**src/rtl/fnd_scheduler.sv**
```systemverilog
// fnd_scheduler: arbitrates live value, timed messages and sticky error onto fnd_serial.
// Define FND_BLINK_EN to blink the error display on every tick.
module fnd_scheduler #(
  parameter int HOLD_TICKS = 3
) (
  input  logic        clk,
  input  logic        rst,
  input  logic        tick,
  input  logic        val_valid,
  input  logic [31:0] val_data,
  input  logic        msg_req,
  input  logic [31:0] msg_code,
  output logic        msg_ack,
  input  logic        err_req,
  input  logic        err_clr,
  output logic [31:0] fnd_serial,
  output logic        busy
);
  localparam logic [31:0] NULL_CODE = 32'h00CC_0000;
  localparam logic [31:0] ERR_CODE  = 32'h00EE_0000;
  localparam logic [3:0]  HOLD      = 4'(HOLD_TICKS);
  typedef enum logic [1:0] {IDLE, MSG, ERR} state_t;
  state_t      r_state;
  logic [31:0] r_val, r_act, r_pend;
  logic        r_val_seen, r_pend_vld;
  logic [3:0]  r_hold;
  logic        w_acc, w_exp;
  logic [31:0] w_err_disp;
`ifdef FND_BLINK_EN
  logic        r_blink;
  assign w_err_disp = r_blink ? NULL_CODE : ERR_CODE;
`else
  assign w_err_disp = ERR_CODE;
`endif
  // masking with msg_ack keeps a still-high request from being taken twice
  assign w_acc = msg_req && !msg_ack;
  assign w_exp = tick && r_hold == 4'd1;
  always_ff @(posedge clk or posedge rst) begin
    if (rst) begin
      r_state    <= IDLE;
      r_val      <= '0;
      r_val_seen <= 1'b0;
      r_act      <= '0;
      r_pend     <= '0;
      r_pend_vld <= 1'b0;
      r_hold     <= '0;
      msg_ack    <= 1'b0;
      busy       <= 1'b0;
      fnd_serial <= NULL_CODE;
`ifdef FND_BLINK_EN
      r_blink    <= 1'b0;
`endif
    end else begin
      msg_ack <= 1'b0;
      if (val_valid) begin
        r_val      <= val_data;
        r_val_seen <= 1'b1;
      end
      if (err_req) begin
        r_state    <= ERR;
        r_pend_vld <= 1'b0;
        r_hold     <= '0;
`ifdef FND_BLINK_EN
        r_blink    <= 1'b0;
`endif
      end else begin
        case (r_state)
          IDLE: if (w_acc) begin
            r_act   <= msg_code;
            r_hold  <= HOLD;
            msg_ack <= 1'b1;
            r_state <= MSG;
          end
          MSG: if (w_exp) begin
            if (r_pend_vld) begin
              r_act      <= r_pend;
              r_hold     <= HOLD;
              r_pend_vld <= w_acc;
              if (w_acc) begin
                r_pend  <= msg_code;
                msg_ack <= 1'b1;
              end
            end else if (w_acc) begin
              r_act   <= msg_code;
              r_hold  <= HOLD;
              msg_ack <= 1'b1;
            end else begin
              r_hold  <= '0;
              r_state <= IDLE;
            end
          end else begin
            if (tick) r_hold <= r_hold - 4'd1;
            if (w_acc && !r_pend_vld) begin
              r_pend     <= msg_code;
              r_pend_vld <= 1'b1;
              msg_ack    <= 1'b1;
            end
          end
          ERR: begin
            if (err_clr) r_state <= IDLE;
`ifdef FND_BLINK_EN
            if (tick) r_blink <= ~r_blink;
`endif
          end
          default: r_state <= IDLE;
        endcase
      end
      busy       <= r_state != IDLE;
      fnd_serial <= r_state == MSG ? r_act : r_state == ERR ? w_err_disp : r_val_seen ? r_val : NULL_CODE;
    end
  end
endmodule
```
**config.mk**
```make
export PLATFORM = sky130hd
export DESIGN_NAME = fnd_scheduler
export DESIGN_NICKNAME = d
export VERILOG_FILES = /design/src/rtl/fnd_scheduler.sv
export SDC_FILE = /design/constraint.sdc
export NUM_CORES = 1
export LEC_CHECK = 0
export ABC_AREA = 1
export BUFFER_PORTS_ARGS = -buffer_cell sky130_fd_sc_hd__buf_2
export CORE_MARGIN = 1
export CORE_UTILIZATION = 54
export CTS_CLUSTER_SIZE = 10
export DETAILED_ROUTE_END_ITERATION = 7
export GPL_ROUTABILITY_DRIVEN = 0
export GPL_TIMING_DRIVEN = 0
export HOLD_SLACK_MARGIN = 0.1
export PLACE_DENSITY = 0.76
export SLEW_MARGIN = 20
export SYNTH_ARGS = -nofsm -noshare
export SYNTH_HDL_FRONTEND = slang
export SYNTH_SLANG_ARGS = --single-unit
```
**constraint.sdc**
```tcl
create_clock -name clk -period 6.1 [get_ports clk]
set_input_delay 0.915 -clock clk [delete_from_list [all_inputs] [get_ports clk]]
set_output_delay 0.915 -clock clk [all_outputs]
set_load 0.05 [all_outputs]
```
==> results.toml <==
[cts]
htree_levels = 4
ctsResizeCount = 0
cts.root.buffer_cell = "sky130_fd_sc_hd__clkbuf_16"
clockBufferDepth = 2
clk_lat_worst_skew_ns = 0.42
buffer_count_from_post_cts_setup_fixing = 0
cts_made_buffers = 17
clk_pin_slew_worst_paths_ns = 0.06
cts.sinks = 138
holdBufCountCts = 0
tritoncts = "built"

[floorplanning]
start_util_pct = 56.3
die_area_um2 = 11900
fp.dieH_um = 109
coreArea_um2 = 11000
design.portCount = 105
fp.dieW_um = 109
std_cell_rows = 38

[global_route]
congestion_overflow_gr = 0
grt_start_max_net_pins = 73
grt_antenna_before_repair = 0
global_route.usage.total_pct = 28.0
first_pass_grt_wire_length_um = 25000
first_global_vias = 5280

[sta]
period_needed_ns = 2.10
timing_max_transition_violations_final = 0
fin_setup_tns_ns = 0
final-setup-viol-count = 0
timing_hold_violations_final = 0
grt_setup_unrepaired = "no"
finalClockSkew_ns = 0.0101
holdWs_ns = 0.464
period_share_pct = 34.4
maxClockFrequency_ghz = 0.477
max-slew-margin-rel_pct = 60.9
timing_worst_slew_pin_value_ns = 0.586

[placement]
hpwl_um = 10500
dpl-instance-area_um2 = 6910
port_buffers = 103

[hold_path]
hold-path-endpoint = "r_pend[8]"
hold-path-cell-count = 2
holdCritStartpoint = "r_pend[8]"
timing.hold.worst.class = "register to register"

[setup_path]
timing.reg2reg.setup_slack_ns = 4.34
timing.critical_path.slowest_cell_delay_ns = 0.52
worst_r2r_startpoint = "r_state[1]"
crit_path_cell_trace = "buf_2"
path_delay_family = "flip-flops"
regToRegEndpoint = "fnd_serial[6]"
timing.critical_path.to_type = "output pin"
arrival_ns = 1.18
worst_ep_required_time_ns = 5.18
worst-path-max-fanout = 1
critPathSlowestCell = "sky130_fd_sc_hd__dfstp_2"
timing.critical_path.buf_inv = 1
critPathKind = "register to output pin"
worstSetupStartpointType = "register"
rr_worst_depth = 6

[power_and_ir_drop]
power_switching_share_pct = 31.2
clock_power_share_pct = 35.1
share_seq_of_total_power_pct = 44.2
power.switching_mw = 0.867
p_leak_nw = 3.89
p_comb_share_pct = 20.7
peakVddDrop_mv = 0.231
internal_power_mw = 1.92
pwr_density_cell_nw_per_um2 = 372

[yosys]
syn_area_per_cell_um2 = 8.92
synth_cell_types = 31
postSynthNetCount = 766
seq_area_frac_synth_pct = 55.9
yosys_warnings = 0
synthCells = 693
ys_seq_elements = 138
area_of_the_mapped_netlist_um2 = 6180

[cells_and_area]
drive_above_1_share_pct = 23.6
fillCellCount = 886
inserted_diodes = 0
synthToLayoutAreaGrowth_pct = 20.9
final_net_count = 889
most_used_cells_in_the_layout_excluding_fill_and_tap_cells = "sky130_fd_sc_hd__nand2_1, sky130_fd_sc_hd__dfrtp_1, sky130_fd_sc_hd__buf_2, sky130_fd_sc_hd__nand3_1, sky130_fd_sc_hd__inv_1"
layout_commonest_cell = "sky130_fd_sc_hd__nand2_1"
area_of_all_placed_cells_without_fillers_um2 = 7480

[drt]
first_pass_iters = 6
routedWlPerCell_um = 15.7
num_vias = 5331
aggregate_routed_wire_length_um = 15300
post_drt_via_cell_ratio = 5.50
detail_route.drc_violations = 0
final_antenna_net_count = 0
drt-initial-drc-count = 404

[outcome]
outcome = "finished clean"

[job]
cap_viol_max_count = 0
==> final cells by class <==
cell class	instances	area, um^2	share of cell area (%)
sequential	138	3460	46.2
buffer	40	185	2.48
timing repair buffer	104	543	7.26
inverter	52	203	2.71
clock buffer	25	505	6.76
multi-input combinational	463	2350	31.4
tap	140	175	2.34
clock inverter	7	63.8	0.853
==> power groups by stage <==
stage                     clock network (mW)  registers, mW  logic [mW]
after floorplan                            0           1.33       0.305
after global placement                     0           1.23       0.548
after detailed placement                   0           1.24       0.571
after CTS                              0.989           1.23       0.579
after global routing                    1.03           1.25       0.644
final                                  0.977           1.23       0.576
==> kinds of logic after synthesis <==
logic type | count (synthesis) | synth area share, %
flops | 138 | 55.9
xor+xnor | 1 | 0.142
simple gates | 354 | 24.7
mux | 19 | 3.46
fa+ha+maj | 2 | 0.405
buf+inv | 92 | 6.15
compound gates | 87 | 9.27
==> Yosys cell counts <==
master / number / area, um^2
sky130_fd_sc_hd__a21oi_1: 4 / 20.0
sky130_fd_sc_hd__a21oi_4: 1 / 16.3
sky130_fd_sc_hd__a31oi_1: 3 / 18.8
sky130_fd_sc_hd__a32oi_1: 1 / 8.76
sky130_fd_sc_hd__buf_1: 1 / 3.75
sky130_fd_sc_hd__buf_2: 19 / 95.1
sky130_fd_sc_hd__buf_4: 3 / 22.5
sky130_fd_sc_hd__clkbuf_1: 17 / 63.8
sky130_fd_sc_hd__clkinv_1: 1 / 3.75
sky130_fd_sc_hd__dfrtp_1: 134 / 3350
sky130_fd_sc_hd__dfstp_2: 4 / 105
sky130_fd_sc_hd__ha_1: 2 / 25.0
sky130_fd_sc_hd__inv_1: 47 / 176
sky130_fd_sc_hd__inv_2: 4 / 15.0
sky130_fd_sc_hd__mux2_2: 19 / 214
sky130_fd_sc_hd__nand2_1: 223 / 837
sky130_fd_sc_hd__nand2_2: 3 / 18.8
sky130_fd_sc_hd__nand3_1: 87 / 435
sky130_fd_sc_hd__nand4_1: 2 / 12.5
sky130_fd_sc_hd__nor2_1: 14 / 52.6
sky130_fd_sc_hd__nor2_2: 2 / 12.5
sky130_fd_sc_hd__nor2_8: 1 / 20.0
sky130_fd_sc_hd__nor3_1: 1 / 5.00
sky130_fd_sc_hd__o211ai_1: 33 / 248
sky130_fd_sc_hd__o21ai_0: 34 / 170
sky130_fd_sc_hd__o21ai_4: 1 / 16.3
sky130_fd_sc_hd__o21bai_1: 1 / 7.51
sky130_fd_sc_hd__o31ai_1: 9 / 67.6
sky130_fd_sc_hd__or2_0: 16 / 100
sky130_fd_sc_hd__or2_2: 5 / 31.3
sky130_fd_sc_hd__xor2_1: 1 / 8.76
==> through the flow <==
| stage | std cells | setup WS (ns) | power (mW) | util [%] |
|---|---|---|---|---|
| floorplan | 693 | 1.50 | 1.64 | - |
| global placement | 936 | 0.0364 | 1.78 | 62.6 |
| detailed placement | 937 | 3.91 | 1.81 | 62.9 |
| CTS | 969 | 3.99 | 2.80 | 68.1 |
| global route | 969 | 3.97 | 2.92 | 68.1 |
| finish | 969 | 4.00 | 2.78 | 68.1 |
==> sequential cells by signal (all words and copies together), names as in the netlist <==
register / flops
fnd_serial: 32
r_act: 32
r_pend: 32
r_val: 32
r_hold: 4
r_state: 2
busy: 1
msg_ack: 1
r_pend_vld: 1
r_val_seen: 1
==> worst max-delay path by stage <==
stage / start / to / cells past startpoint
after CTS: fnd_serial[23] / fnd_serial[23] / 1
final: fnd_serial[23] / fnd_serial[23] / 1
after global routing: fnd_serial[23] / fnd_serial[23] / 1
after global placement: rst / r_hold[2] / 2
after floorplan: rst / busy / 1
after detailed placement: msg_req / r_pend[9] / 9
==> layer usage <==
metal | vias up | wire, um | share of wire [%] | GRT usage (%)
li1 | 2510 | - | - | -
met1 | 2569 | 6380 | 42 | 35.7
met2 | 233 | 7490 | 49 | 45.9
met3 | 19 | 1180 | 7.7 | 6.87
met4 | 0 | 210 | 1.4 | 10.9
met5 | - | 0 | 0 | 0
Power figures use the tool's default switching activity.
